<file path="src/rtl/flash_pkg.sv">
// Shared definitions for the flash read path: address width, read opcode and
// the block-reader FSM state encoding.
package flash_pkg;

    localparam int ADDR_W = 24;
    localparam logic [7:0] FLASH_CMD_READ = 8'h03;

    typedef enum logic [2:0] {
        ST_IDLE,
        ST_ISSUE,
        ST_WAIT_BUSY,
        ST_WAIT_DONE,
        ST_FINISH
    } blk_state_e;

endpackage

</file>
<file path="src/rtl/flash_byte_fifo.sv">
// First-word fall-through FIFO holding {last, byte} entries for the block reader.
// DEPTH must be a power of two (pointers wrap naturally).
module flash_byte_fifo #(
    parameter int DEPTH = 4,
    parameter int WIDTH = 9
) (
    input  logic                     clk,
    input  logic                     rst_n,
    input  logic                     push,
    input  logic [WIDTH-1:0]         din,
    input  logic                     pop,
    output logic [WIDTH-1:0]         dout,
    output logic                     full,
    output logic                     empty,
    output logic [$clog2(DEPTH):0]   count
);

    localparam int PTR_W = $clog2(DEPTH);
    localparam int CNT_W = PTR_W + 1;

    logic [WIDTH-1:0] mem [DEPTH];
    logic [PTR_W-1:0] wr_ptr;
    logic [PTR_W-1:0] rd_ptr;
    logic             do_push;
    logic             do_pop;

    assign full    = (count == CNT_W'(DEPTH));
    assign empty   = (count == '0);
    // A pop frees the slot in the same cycle, so push is accepted even when full.
    assign do_pop  = pop && !empty;
    assign do_push = push && (!full || do_pop);
    assign dout    = empty ? '0 : mem[rd_ptr];

    always_ff @(posedge clk) begin
        if (do_push) begin
            mem[wr_ptr] <= din;
        end
    end

    always_ff @(posedge clk or negedge rst_n) begin
        if (!rst_n) begin
            wr_ptr <= '0;
            rd_ptr <= '0;
            count  <= '0;
        end else begin
            if (do_push) begin
                wr_ptr <= wr_ptr + PTR_W'(1);
            end
            if (do_pop) begin
                rd_ptr <= rd_ptr + PTR_W'(1);
            end
            case ({do_push, do_pop})
                2'b10:   count <= count + CNT_W'(1);
                2'b01:   count <= count - CNT_W'(1);
                default: count <= count;
            endcase
        end
    end

endmodule

</file>
<file path="src/rtl/flash_block_reader.sv">
// Multi-byte read sequencer in front of the single-byte SPI flash reader.
// Define FLASH_BLK_RD_CSUM_EN to add the per-request modulo-256 checksum output.
module flash_block_reader
    import flash_pkg::*;
#(
    parameter int DEPTH = 4,
    parameter int LEN_W = 16
) (
    input  logic              clk,
    input  logic              rst_n,
    input  logic              req_valid,
    output logic              req_ready,
    input  logic [23:0]       req_addr,
    input  logic [LEN_W-1:0]  req_len,
    output logic              rd_start,
    output logic [23:0]       rd_addr,
    input  logic              rd_busy,
    input  logic              rd_dout_en,
    input  logic [7:0]        rd_dout,
    output logic              m_valid,
    input  logic              m_ready,
    output logic [7:0]        m_data,
    output logic              m_last,
    output logic              done
`ifdef FLASH_BLK_RD_CSUM_EN
    ,
    output logic [7:0]        csum
`endif
);

    localparam int CNT_W = $clog2(DEPTH) + 1;

    blk_state_e          state;
    logic [ADDR_W-1:0]   cur_addr;
    logic [LEN_W-1:0]    remain;
    logic                zero_len;
    logic                last_seen;

    logic                accept;
    logic                push;
    logic                pop;
    logic                pop_last;
    logic [8:0]          fifo_dout;
    logic                fifo_full;
    logic                fifo_empty;
    logic [CNT_W-1:0]    fifo_count;

    assign req_ready = (state == ST_IDLE) && !rd_busy;
    assign accept    = req_valid && req_ready;
    assign push      = rd_dout_en && ((state == ST_WAIT_BUSY) || (state == ST_WAIT_DONE));
    assign m_valid   = !fifo_empty;
    assign m_data    = fifo_dout[7:0];
    assign m_last    = fifo_dout[8];
    assign pop       = m_valid && m_ready;
    assign pop_last  = pop && m_last;

    flash_byte_fifo #(
        .DEPTH (DEPTH),
        .WIDTH (9)
    ) u_fifo (
        .clk   (clk),
        .rst_n (rst_n),
        .push  (push),
        .din   ({(remain == '0), rd_dout}),
        .pop   (pop),
        .dout  (fifo_dout),
        .full  (fifo_full),
        .empty (fifo_empty),
        .count (fifo_count)
    );

    // Space is reserved at issue time with one read outstanding at most.
    assert property (@(posedge clk) disable iff (!rst_n) push |-> !fifo_full);

    always_ff @(posedge clk or negedge rst_n) begin
        if (!rst_n) begin
            state     <= ST_IDLE;
            cur_addr  <= '0;
            remain    <= '0;
            zero_len  <= 1'b0;
            last_seen <= 1'b0;
            rd_start  <= 1'b0;
            rd_addr   <= '0;
            done      <= 1'b0;
        end else begin
            rd_start <= 1'b0;
            done     <= 1'b0;
            if (pop_last) begin
                last_seen <= 1'b1;
            end
            case (state)
                ST_IDLE: begin
                    if (accept) begin
                        cur_addr  <= req_addr;
                        remain    <= req_len;
                        last_seen <= 1'b0;
                        zero_len  <= (req_len == '0);
                        // Empty request: pulse done straight away, FINISH only unwinds.
                        if (req_len == '0) begin
                            done  <= 1'b1;
                            state <= ST_FINISH;
                        end else begin
                            state <= ST_ISSUE;
                        end
                    end
                end
                ST_ISSUE: begin
                    if (!rd_busy && (fifo_count < CNT_W'(DEPTH))) begin
                        rd_start <= 1'b1;
                        rd_addr  <= cur_addr;
                        cur_addr <= cur_addr + ADDR_W'(1);
                        remain   <= remain - LEN_W'(1);
                        state    <= ST_WAIT_BUSY;
                    end
                end
                ST_WAIT_BUSY: begin
                    if (rd_busy) begin
                        state <= ST_WAIT_DONE;
                    end
                end
                ST_WAIT_DONE: begin
                    if (!rd_busy) begin
                        state <= (remain != '0) ? ST_ISSUE : ST_FINISH;
                    end
                end
                ST_FINISH: begin
                    if (zero_len) begin
                        state <= ST_IDLE;
                    end else if (last_seen || pop_last) begin
                        done  <= 1'b1;
                        state <= ST_IDLE;
                    end
                end
                default: state <= ST_IDLE;
            endcase
        end
    end

`ifdef FLASH_BLK_RD_CSUM_EN
    always_ff @(posedge clk or negedge rst_n) begin
        if (!rst_n) begin
            csum <= '0;
        end else if (accept) begin
            csum <= '0;
        end else if (push) begin
            csum <= csum + rd_dout;
        end
    end
`endif

endmodule

</file>
<file path="config.mk">
export PLATFORM = sky130hd
export DESIGN_NAME = flash_block_reader
export DESIGN_NICKNAME = d
export VERILOG_FILES = /design/src/rtl/flash_pkg.sv /design/src/rtl/flash_byte_fifo.sv /design/src/rtl/flash_block_reader.sv
export SDC_FILE = /design/constraint.sdc
export NUM_CORES = 1
export LEC_CHECK = 0
export ABC_CLOCK_PERIOD_IN_PS = 2200
export CAP_MARGIN = 20
export CORE_MARGIN = 3
export CORE_UTILIZATION = 48
export DETAILED_ROUTE_END_ITERATION = 8
export PLACE_DENSITY_LB_ADDON = 0.1
export SYNTH_ARGS = -nofsm -noshare
export SYNTH_HDL_FRONTEND = slang
export SYNTH_SLANG_ARGS = --single-unit
</file>
<file path="constraint.sdc">
create_clock -name clk -period 2.2 [get_ports clk]
set_input_delay 0.44 -clock clk [delete_from_list [all_inputs] [get_ports clk]]
set_output_delay 0.44 -clock clk [all_outputs]
set_load 0.02 [all_outputs]
</file>
* Word-level counts from Yosys, hierarchy flattened
Memories as Yosys holds them, arrays and structs flattened. Index checks and enable logic that the tools add are counted.
Word-level totals: memories kept 1, memory bits (writable) 36, input port bits 54, register bits after elaboration 78
Operators by class: order comparisons 1, eq/ne operators 12, add/sub/neg operators 6, multiplexer cells 29, reduce and logical (&&, ||, !) cells 25
Memory list:
- u_fifo.mem | depth 4, width 9, rd ports 1, clocked after memory_dff 0, wr ports 1, line flash_byte_fifo.sv:21 | logic [WIDTH-1:0] mem [DEPTH];
Operators by type and width (count):
- $mux 24 | 2
- $pmux 24 s2 | 1
- $logic_not 16->1 | 2
- $mux 16 | 2
- $pmux 16 s2 | 1
- $add 24x1->24 const B | 1
- $mux 3 | 8
- $reduce_bool 16->1 | 1
- $sub 16x1->16 const B | 1
- $pmux 3 s5 | 1
- $mux 1 | 11
- $mux 9 | 1
- $logic_and 1x1->1 | 8
- $ne 2x2->1 const B | 4
- $eq 3x2->1 const B | 2
- $eq 3x3->1 const B | 2
- $logic_not 3->1 | 2
- $pmux 3 s2 | 1
- $reduce_and 5->1 | 1
- $add 2x1->2 const B | 2
- $reduce_and 2->1 | 2
- $reduce_bool 2->1 | 2
- $add 3x1->3 const B | 1
- $eq 3x1->1 const B | 1
- other kinds (9) | 13

* Depth between registers and ports, before layout
Gate-level depths: netlist of run 1.
depth in word-level cells 8, depth in mapped cells 11, depth with buffers taken out 10

* Hierarchy
A second synthesis of run 1 with hierarchy kept.
Unflattened totals: cells, all modules 509, area, all modules 5719.2 um^2
By module, submodules not included:
- flash_block_reader | seq. area each 1776.7 um^2, area an instance 3925.0 um^2, cells each 413, instances 1
- flash_byte_fifo | seq. area each 1256.2 um^2, area an instance 1794.2 um^2, cells each 96, instances 1

* Least setup slack after synthesis of run 1
No wires, ideal clock.
path kind register to register, from register state[1], to register remain[9], stages on the path, launching flop included 6, slack -17 ps, arrival time 2076 ps, cells stage by stage dfrtp_1 -> clkbuf_8 -> nor4_1 -> nand2_1 -> o22ai_1 -> a31oi_1
On the way: word-level cells in the longest chain between the ends 5, elaborated cells on any way between the ends 9, those cells by class eq/ne (3); mux (1); reduce/logical (5)
Ends and longest elaborated chain:
- start, declared | line flash_block_reader.sv:33 | blk_state_e state;
- start signal, assigned | line flash_block_reader.sv:123 | state <= (remain != '0) ? ST_ISSUE : ST_FINISH;
- $logic_not 3->1 | line flash_block_reader.sv:48 | assign req_ready = (state == ST_IDLE) && !rd_busy;
- $logic_and 1x1->1 | line flash_block_reader.sv:48
- named net req_ready | line flash_block_reader.sv:12 | output logic req_ready,
- $logic_and 1x1->1 | line flash_block_reader.sv:49 | assign accept = req_valid && req_ready;
- $ne 2x2->1 (no line)
- $reduce_and 3->1 (no line)
- end signal, assigned | line flash_block_reader.sv:95 | remain <= req_len;
- end signal, assigned | line flash_block_reader.sv:112 | remain <= remain - LEN_W'(1);
- end, declared | line flash_block_reader.sv:35 | logic [LEN_W-1:0] remain;
The timed path passes the listed nets, and every way through them passes these cells. A chain may end at the register's enable or synchronous reset.

* Worst setup path in the final report of run 1
from register u_fifo.rd_ptr[0], to output m_data[6]
On the way: word-level cells in the longest chain between the ends 2
Ends and longest elaborated chain:
- start, declared | line flash_byte_fifo.sv:23 | logic [PTR_W-1:0] rd_ptr;
- start signal, assigned | line flash_byte_fifo.sv:50 | rd_ptr <= rd_ptr + PTR_W'(1);
- $mem_v2 4x9
- $mux 9 | line flash_byte_fifo.sv:32 | assign dout = empty ? '0 : mem[rd_ptr];
- end, declared | line flash_block_reader.sv:22 | output logic [7:0] m_data,
Every way passes these cells.

==> summary.txt, run 1 <==
====================================================================================================
Outcome                                                                                 finished with violations
Violations in the final reports                                                         setup timing
Number of global-route vias before repair                                                       4729
Number of antenna violations at the first check in global routing                                  0
Share of flip-flops with an asynchronous set or reset after synthesis                          68.4%
Final-stage net count                                                                            742
Most area-consuming cells after synthesis                                               dfrtp_1, edfxtp_1, nand2_1
Clock Skews                                                                               0.00920 ns
Deepest clock path buffer count                                                                    2
Worst Path Required                                                                          1.76 ns
Setup slack of the worst register-to-register path                                          -0.01 ns
PortBufs                                                                                          90
Startpoint class of the critical path                                                           flop
Core region area                                                                         0.0111 mm^2
Post-synthesis sequential area ratio                                                           54.6%
Most area-hungry cell type in the Yosys netlist                                              dfrtp_1
Number of library cell types mapped by synthesis                                                  55
Relative area change from synthesis to final layout                                            36.6%
Worst reg-to-reg path cell count                                                                   5
Area enclosed by the die boundary                                                        0.0129 mm^2
Post-route ant nets                                                                                0
Placed wire-length estimate after detailed placement                                         9810 um
Number of nets produced by synthesis                                                             612
Hold Path Class                                                                         primary input to asynchronous set/reset pin
Global-route wire length before repair                                                      23100 um
Commonest register cell after synthesis                                                      dfrtp_1
Highest clock frequency the design can meet                                                0.445 GHz
Startpoint-to-endpoint class of the critical path                                       flop to output port
Average instance area after synthesis                                                      10.1 um^2
Average wire per cell in the routed design                                                   16.8 um
Global router's overall resource usage                                                         22.6%
Buffer cell driving the clock tree root                                                    clkbuf_16
Overflow after GRT                                                                                 0
Die X-Extent                                                                                  114 um
RSZ-0062 raised after global routing                                                            true
Vias per inst                                                                                   5.72
YS warnings                                                                                        0
Area share of the largest cell type after synthesis                                            35.2%
Vert. Die Dim                                                                                 114 um
Worst slew margin relative to its limit                                                        58.6%
Detailed-route DRC error count                                                                     0
Post-layout minimum cycle time                                                               2.25 ns
Cell row count                                                                                    38
Number of pins exceeding their max-slew limit in the final report                                  0
Share of layout cells above drive strength 1                                                   18.2%
Largest net degree at the start of global routing                                                 37
Diodes inserted                                                                                    0
Post-synthesis sequential element count                                                          114
DP Worst Slack                                                                             -0.153 ns
Peak supply drop                                                                          0.000899 V
TritonCTS clock tree                                                                            done
Max FO, Critical Path                                                                              6
Fin util                                                                                       68.5%
Power density normalized to cell area                                                   1420 mW/mm^2
Cell with the most instances after synthesis                                                 nand2_1
Number of buffers inserted during clock tree synthesis                                            17
Initial cell density of the core                                                               50.1%
Count of pins on the block boundary                                                               91
Via Count                                                                                       4762
P_leak                                                                                    0.00313 uW
Clk sink count                                                                                   114
Number of instances in the synthesized netlist                                                   549
Setup slack of the critical path after layout                                             -0.0458 ns
Fin crit share                                                                                  102%
Number of iterations in the first detailed-routing pass                                            5
Nature of the critical path endpoint                                                     output port
Fillers                                                                                          894
Final hold viol count                                                                              0
Final routed wirelength across all metal layers                                             14000 um
Number of DRC markers after the initial detailed-route iteration                                 266
Launch point of the worst path                                                          u_fifo.rd_ptr[0]
Final GP Congestion                                                                            0.935
Slew @ Worst Pin                                                                            0.615 ns
Netlist area before placement                                                           0.00555 mm^2
Number of maximum-capacitance constraint violations                                                0
EDFF count, synth                                                                                 36
Count of H-tree levels built during CTS                                                            4
Most frequent cells after synthesis                                                     nand2_1, dfrtp_1, a21oi_1, nor2_1, edfxtp_1
CP arrival                                                                                   1.81 ns
Source-to-sink clock delay at the later pin of the worst-skew pair                           0.41 ns
Final setup fails                                                                                  7
Clock-pin slew reported for the worst setup and hold paths after clock tree synthesis        0.06 ns
RR Startpoint                                                                             remain[10]
====================================================================================================
sequential cells by signal, indices dropped and copies added (netlist names):
| register | cells |
|---|---|
| u_fifo.count | 3 |
| rd_addr | 24 |
| done | 1 |
| zero_len | 1 |
| rd_start | 1 |
| cur_addr | 24 |
| u_fifo.rd_ptr | 2 |
| u_fifo.mem | 36 |
| u_fifo.wr_ptr | 2 |
| remain | 16 |
| state | 3 |
| last_seen | 1 |
routing by layer:
| metal | vias to the layer above | share of wire [%] | GRT usage [%] |
|---|---|---|---|
| li1 | 2263 | - | - |
| met1 | 2301 | 45 | 31.8 |
| met2 | 183 | 47 | 34.9 |
| met3 | 15 | 7.0 | 5.68 |
| met4 | 0 | 1.1 | 6.57 |
| met5 | - | 0 | 0 |
critical path: stages, from the launching register on:
cell	delay, ns
dfrtp_1	0.38
buf_6	0.16
buf_6	0.11
mux4_2	0.49
and2_4	0.15
buf_6	0.12
through the flow:
| stage | hold WS (ns) | std cells | total power (uW) | TNS, ns | instance area, um^2 |
|---|---|---|---|---|---|
| CTS | 0.00280 | 829 | 10700 | -0.521 | 7490 |
| global placement | 0.435 | 795 | 7730 | -0.0839 | 6880 |
| global route | 0.0268 | 832 | 11500 | -0.826 | 7590 |
| detailed placement | 0.440 | 795 | 7870 | -0.153 | 6880 |
| finish | 0.000173 | 832 | 10800 | -0.157 | 7590 |
| floorplan | 0.144 | 549 | 6080 | 0 | 5560 |
final timing paths:
| check | to |
|---|---|
| worst max-delay path | m_data[6] |
| worst min-delay path | u_fifo.rd_ptr[0] |
| worst max register to register | state[0] |
| worst min register to register | rd_addr[15] |
| max in group asynchronous | rd_addr[14] |
| min in group clk | rd_addr[15] |
logic make-up after synthesis:
family / share of synthesized area (%)
DFF: 54.6
muxes: 4.19
AOI/OAI and AO/OA: 14.4
buffers and inverters: 3.88
adders and majority gates: 2.16
and+or+nand+nor: 19.8
xor gates and xnor gates: 0.947
cell type report:
type                       instances  area, um^2  share of cell area [%]
clock buffer                      19         464                    6.12
clock inverter                    13         148                    1.95
inverter                          16        60.1                   0.792
multi-input combinational        389        2380                    31.3
sequential                       114        3030                    40.0
tap                              140         175                    2.31
timing repair buffer             141        1330                    17.5
power by group:
| group | internal (uW) | switching [uW] |
|---|---|---|
| Combinational | 2090 | 2440 |
| Sequential | 2880 | 595 |
| Clock | 1780 | 1020 |
what timing repair did:
| item | in CTS | in global routing |
|---|---|---|
| hold endpoints to repair | 0 | 0 |
| resized for setup | 37 | 27 |
| hold buffers | 0 | 0 |
| setup buffers | 2 | 3 |
| cloned | 0 | 0 |
| pin swaps | 0 | 8 |
| endpoints found under the setup margin | 11 | 15 |
cell usage in the layout, fill, tap and decap left out, types with 6 or more instances in the layout:
cell type	synthesis	layout
nand2_1	97	97
clkdlybuf4s50_1	0	78
dfrtp_1	78	77
a21oi_1	47	47
buf_4	0	43
nor2_1	42	42
edfxtp_1	36	36
o21ai_0	31	31
clkbuf_16	0	18
nor3_1	19	17
inv_1	15	15
and2_1	16	13
mux4_2	9	9
nand4_1	9	9
o22ai_1	9	9
nand3_1	9	9
buf_6	1	9
a311oi_1	8	8
ha_1	8	8
nor4_1	9	7
o32ai_1	7	7
a31oi_1	6	6
clkinv_4	0	6
Note: power is estimated with default switching activity, not from simulation.
==> run 2: changes to the inputs <==
- CTS_CLUSTER_DIAMETER: default -> 200
==> results of run 2 <==
No change in the layout: final DEF, timing and power equal those of run 1.
==> run 3: changes to the inputs <==
- ABC_CLOCK_PERIOD_IN_PS: 2200 -> 2650
- CORE_UTILIZATION: 48 -> 55
- SKIP_LAST_GASP: default -> 1
- clock period: 2.2 -> 2.65 ns (I/O delays scaled with it)
==> summary.txt, run 3 (synthesis gave the netlist of run 1 again) <==
====================================================================================================
Core region area                                                                        0.00977 mm^2   was 0.0111 mm^2
Peak supply drop                                                                          0.000662 V   was 0.000899 V
Diodes inserted                                                                                    0   unchanged
Largest net degree at the start of global routing                                                 48   was 37
Fin crit share                                                                                 98.5%
Hold bufs inserted after CTS                                                                       0   unchanged
P_leak                                                                                    0.00292 uW   was 0.00313 uW
Number of standard cells in the layout, taps in and fillers out                                  794   was 832
Cell Count Post-Placement                                                                        760   was 795
Launch point of the worst path                                                              state[1]   was u_fifo.rd_ptr[0]
Final setup fails                                                                                  0   was 7
Cell row count                                                                                    36   was 38
Met2 WL post-DR                                                                              6750 um   was 6610 um
Slew @ Worst Pin                                                                            0.624 ns   was 0.615 ns
RR Startpoint                                                                               state[1]   was remain[10]
Total met3 wirelength after detailed routing                                                  774 um   was 983 um
Worst slew margin relative to its limit                                                        58.0%   was 58.6%
Global-route wire length before repair                                                      22700 um   was 23100 um
Fillers                                                                                          697   was 894
Most flop-heavy register                                                                  u_fifo.mem   unchanged
Number of antenna violations at the first check in global routing                                  0   unchanged
Global router's overall resource usage                                                         25.1%   was 22.6%
Area of all placed cells without fillers                                                0.00724 mm^2   was 0.00759 mm^2
Biggest registers after layout                                                          u_fifo.mem x36, cur_addr x24, rd_addr x24   unchanged
Clk sink count                                                                                   114   unchanged
Seq. cell area                                                                          0.00304 mm^2   was 0.00303 mm^2
PortBufs                                                                                          90   unchanged
Post-layout minimum cycle time                                                               2.61 ns
Number of pins exceeding their max-slew limit in the final report                                  0   unchanged
Flip-flop count of the largest register after layout                                              36   unchanged
Worst reg-to-reg path cell count                                                                   5   unchanged
Buffer cell driving the clock tree root                                                     clkbuf_8   was clkbuf_16
Most frequent cells in the layout                                                       nand2_1, clkdlybuf4s50_1, dfrtp_1, a21oi_1, nor2_1   was nand2_1, clkdlybuf4s50_1, dfrtp_1, a21oi_1, buf_4
Nature of the critical path endpoint                                                     output port   unchanged
Number of DRC markers after the initial detailed-route iteration                                 353   was 266
Outcome                                                                                 finished, final reports clean   was finished with violations
Routed length on met1                                                                        5780 um   was 6230 um
Setup slack of the worst register-to-register path                                           0.30 ns   was -0.01 ns
Final hold viol count                                                                              0   unchanged
Relative area change from synthesis to final layout                                            30.5%   was 36.6%
Share of layout cells above drive strength 1                                                   12.0%   was 18.2%
Last element of the critical path                                                          req_ready   was m_data[6]
Max FO, Critical Path                                                                             13   was 6
Final routed wirelength across all metal layers                                             13500 um   was 14000 um
Highest clock frequency the design can meet                                                0.383 GHz
CP arrival                                                                                   2.08 ns   was 1.81 ns
Area occupied by multi-input gates                                                      0.00232 mm^2   was 0.00238 mm^2
Initial cell density of the core                                                               56.8%   was 50.1%
Startpoint-to-endpoint class of the critical path                                       flop to output port   unchanged
Worst Path Required                                                                          2.12 ns   was 1.76 ns
Hold Path Class                                                                         primary input to asynchronous set/reset pin   unchanged
Deepest clock path buffer count                                                                    2   unchanged
Area enclosed by the die boundary                                                        0.0113 mm^2   was 0.0129 mm^2
Final GP Congestion                                                                            0.862   was 0.935
Vias per inst                                                                                   5.88   was 5.72
Number of maximum-capacitance constraint violations                                                0   unchanged
TritonCTS clock tree                                                                            done   unchanged
Total Negative Setup Slacks                                                                     0 ns   was -0.157 ns
R2r endpoint                                                                            cur_addr[13]   was state[0]
Startpoint class of the critical path                                                           flop   unchanged
Number of global-route vias before repair                                                       4627   was 4729
Count of pins on the block boundary                                                               91   unchanged
Vert. Die Dim                                                                                 106 um   was 114 um
Count of H-tree levels built during CTS                                                            4   unchanged
Number of buffers inserted during clock tree synthesis                                            17   unchanged
Topmost layer with routed signal wires                                                          met4   unchanged
Post-route ant nets                                                                                0   unchanged
Power density normalized to cell area                                                   1170 mW/mm^2   was 1420 mW/mm^2
DP Worst Slack                                                                              0.124 ns   was -0.153 ns
Source-to-sink clock delay at the later pin of the worst-skew pair                           0.50 ns   was 0.41 ns
Die X-Extent                                                                                  106 um   was 114 um
Average wire per cell in the routed design                                                   17.0 um   was 16.8 um
Via Count                                                                                       4672   was 4762
Detailed-route DRC error count                                                                     0   unchanged
Setup slack of the critical path after layout                                              0.0397 ns   was -0.0458 ns
Overflow after GRT                                                                                 0   unchanged
Number of iterations in the first detailed-routing pass                                            5   unchanged
Leading cell type in the layout, fill and taps excluded                                      nand2_1   unchanged
Clock-pin slew reported for the worst setup and hold paths after clock tree synthesis        0.06 ns   about the same
Instance area at placement                                                              0.00666 mm^2   was 0.00688 mm^2
Clock Skews                                                                                0.0148 ns   was 0.00920 ns
Placed wire-length estimate after detailed placement                                         9020 um   was 9810 um
Final-stage net count                                                                            711   was 742
====================================================================================================
[run 3: cell count changes in the layout (fill, tap and decap cells not counted), sizes merged]
| cell | before | now |
|---|---|---|
| buf | 61 | 21 |
| clkinvlp | 0 | 4 |
| clkdlybuf4s50 | 78 | 80 |
| clkinv | 7 | 6 |
| inv | 20 | 19 |
| dlygate4sd2 | 2 | 9 |
| clkbuf | 19 | 17 |
[run 3: worst min-delay path by stage]
stage,slack [ns],startpoint,end
2_1_floorplan,0.23,rst_n,cur_addr[0]
5_1_grt,0.03,rst_n,u_fifo.count[0]
3_5_place_dp,0.46,rd_addr[6],rd_addr[6]
4_1_cts,0.02,rst_n,u_fifo.count[0]
6_report,0.01,rst_n,u_fifo.count[0]
3_3_place_gp,0.46,zero_len,zero_len
[run 3: timing repair]
item / CTS / global route
cloned: 0 / 0
pin swaps: 0 / 0
gates resized for setup: 12 / 1
setup buffers: 0 / 2
endpoints found under the setup margin: 9 / 9
[run 3: layer usage]
layer / vias up / global-route usage (%)
met5: - / 0
met4: 0 / 8.04
met3: 20 / 5.89
met2: 164 / 41.3
met1: 2275 / 33.2
li1: 2213 / -
[run 3: critical path, stage by stage (launching register included)]
cell	delay (ns)
dfrtp_1	0.51
nor4_2	0.39
clkdlybuf4s50_1	0.67
[run 3: power by group]
group	internal (uW)	switching (uW)	leakage, uW
logic	1480	1840	0.00138
clock network	1340	838	0.000271
registers	2390	600	0.00127
[run 3: metrics by stage]
stage	utilization, %	power, uW	hold slack, ns
floorplan	-	5050	0.234
global placement	68.1	6230	0.457
detailed placement	68.1	6330	0.462
CTS	73.9	8490	0.0228
global route	74.1	9060	0.0340
finish	74.1	8490	0.0101
[run 3: cell type report]
cell class / instances / share of cell area (%)
Multi-Input combinational cell: 389 / 32.1
Inverter: 16 / 0.829
Timing Repair Buffer: 110 / 15.0
Sequential cell: 114 / 41.9
Clock buffer: 17 / 5.72
Clock inverter: 15 / 2.18
Tap cell: 133 / 2.30
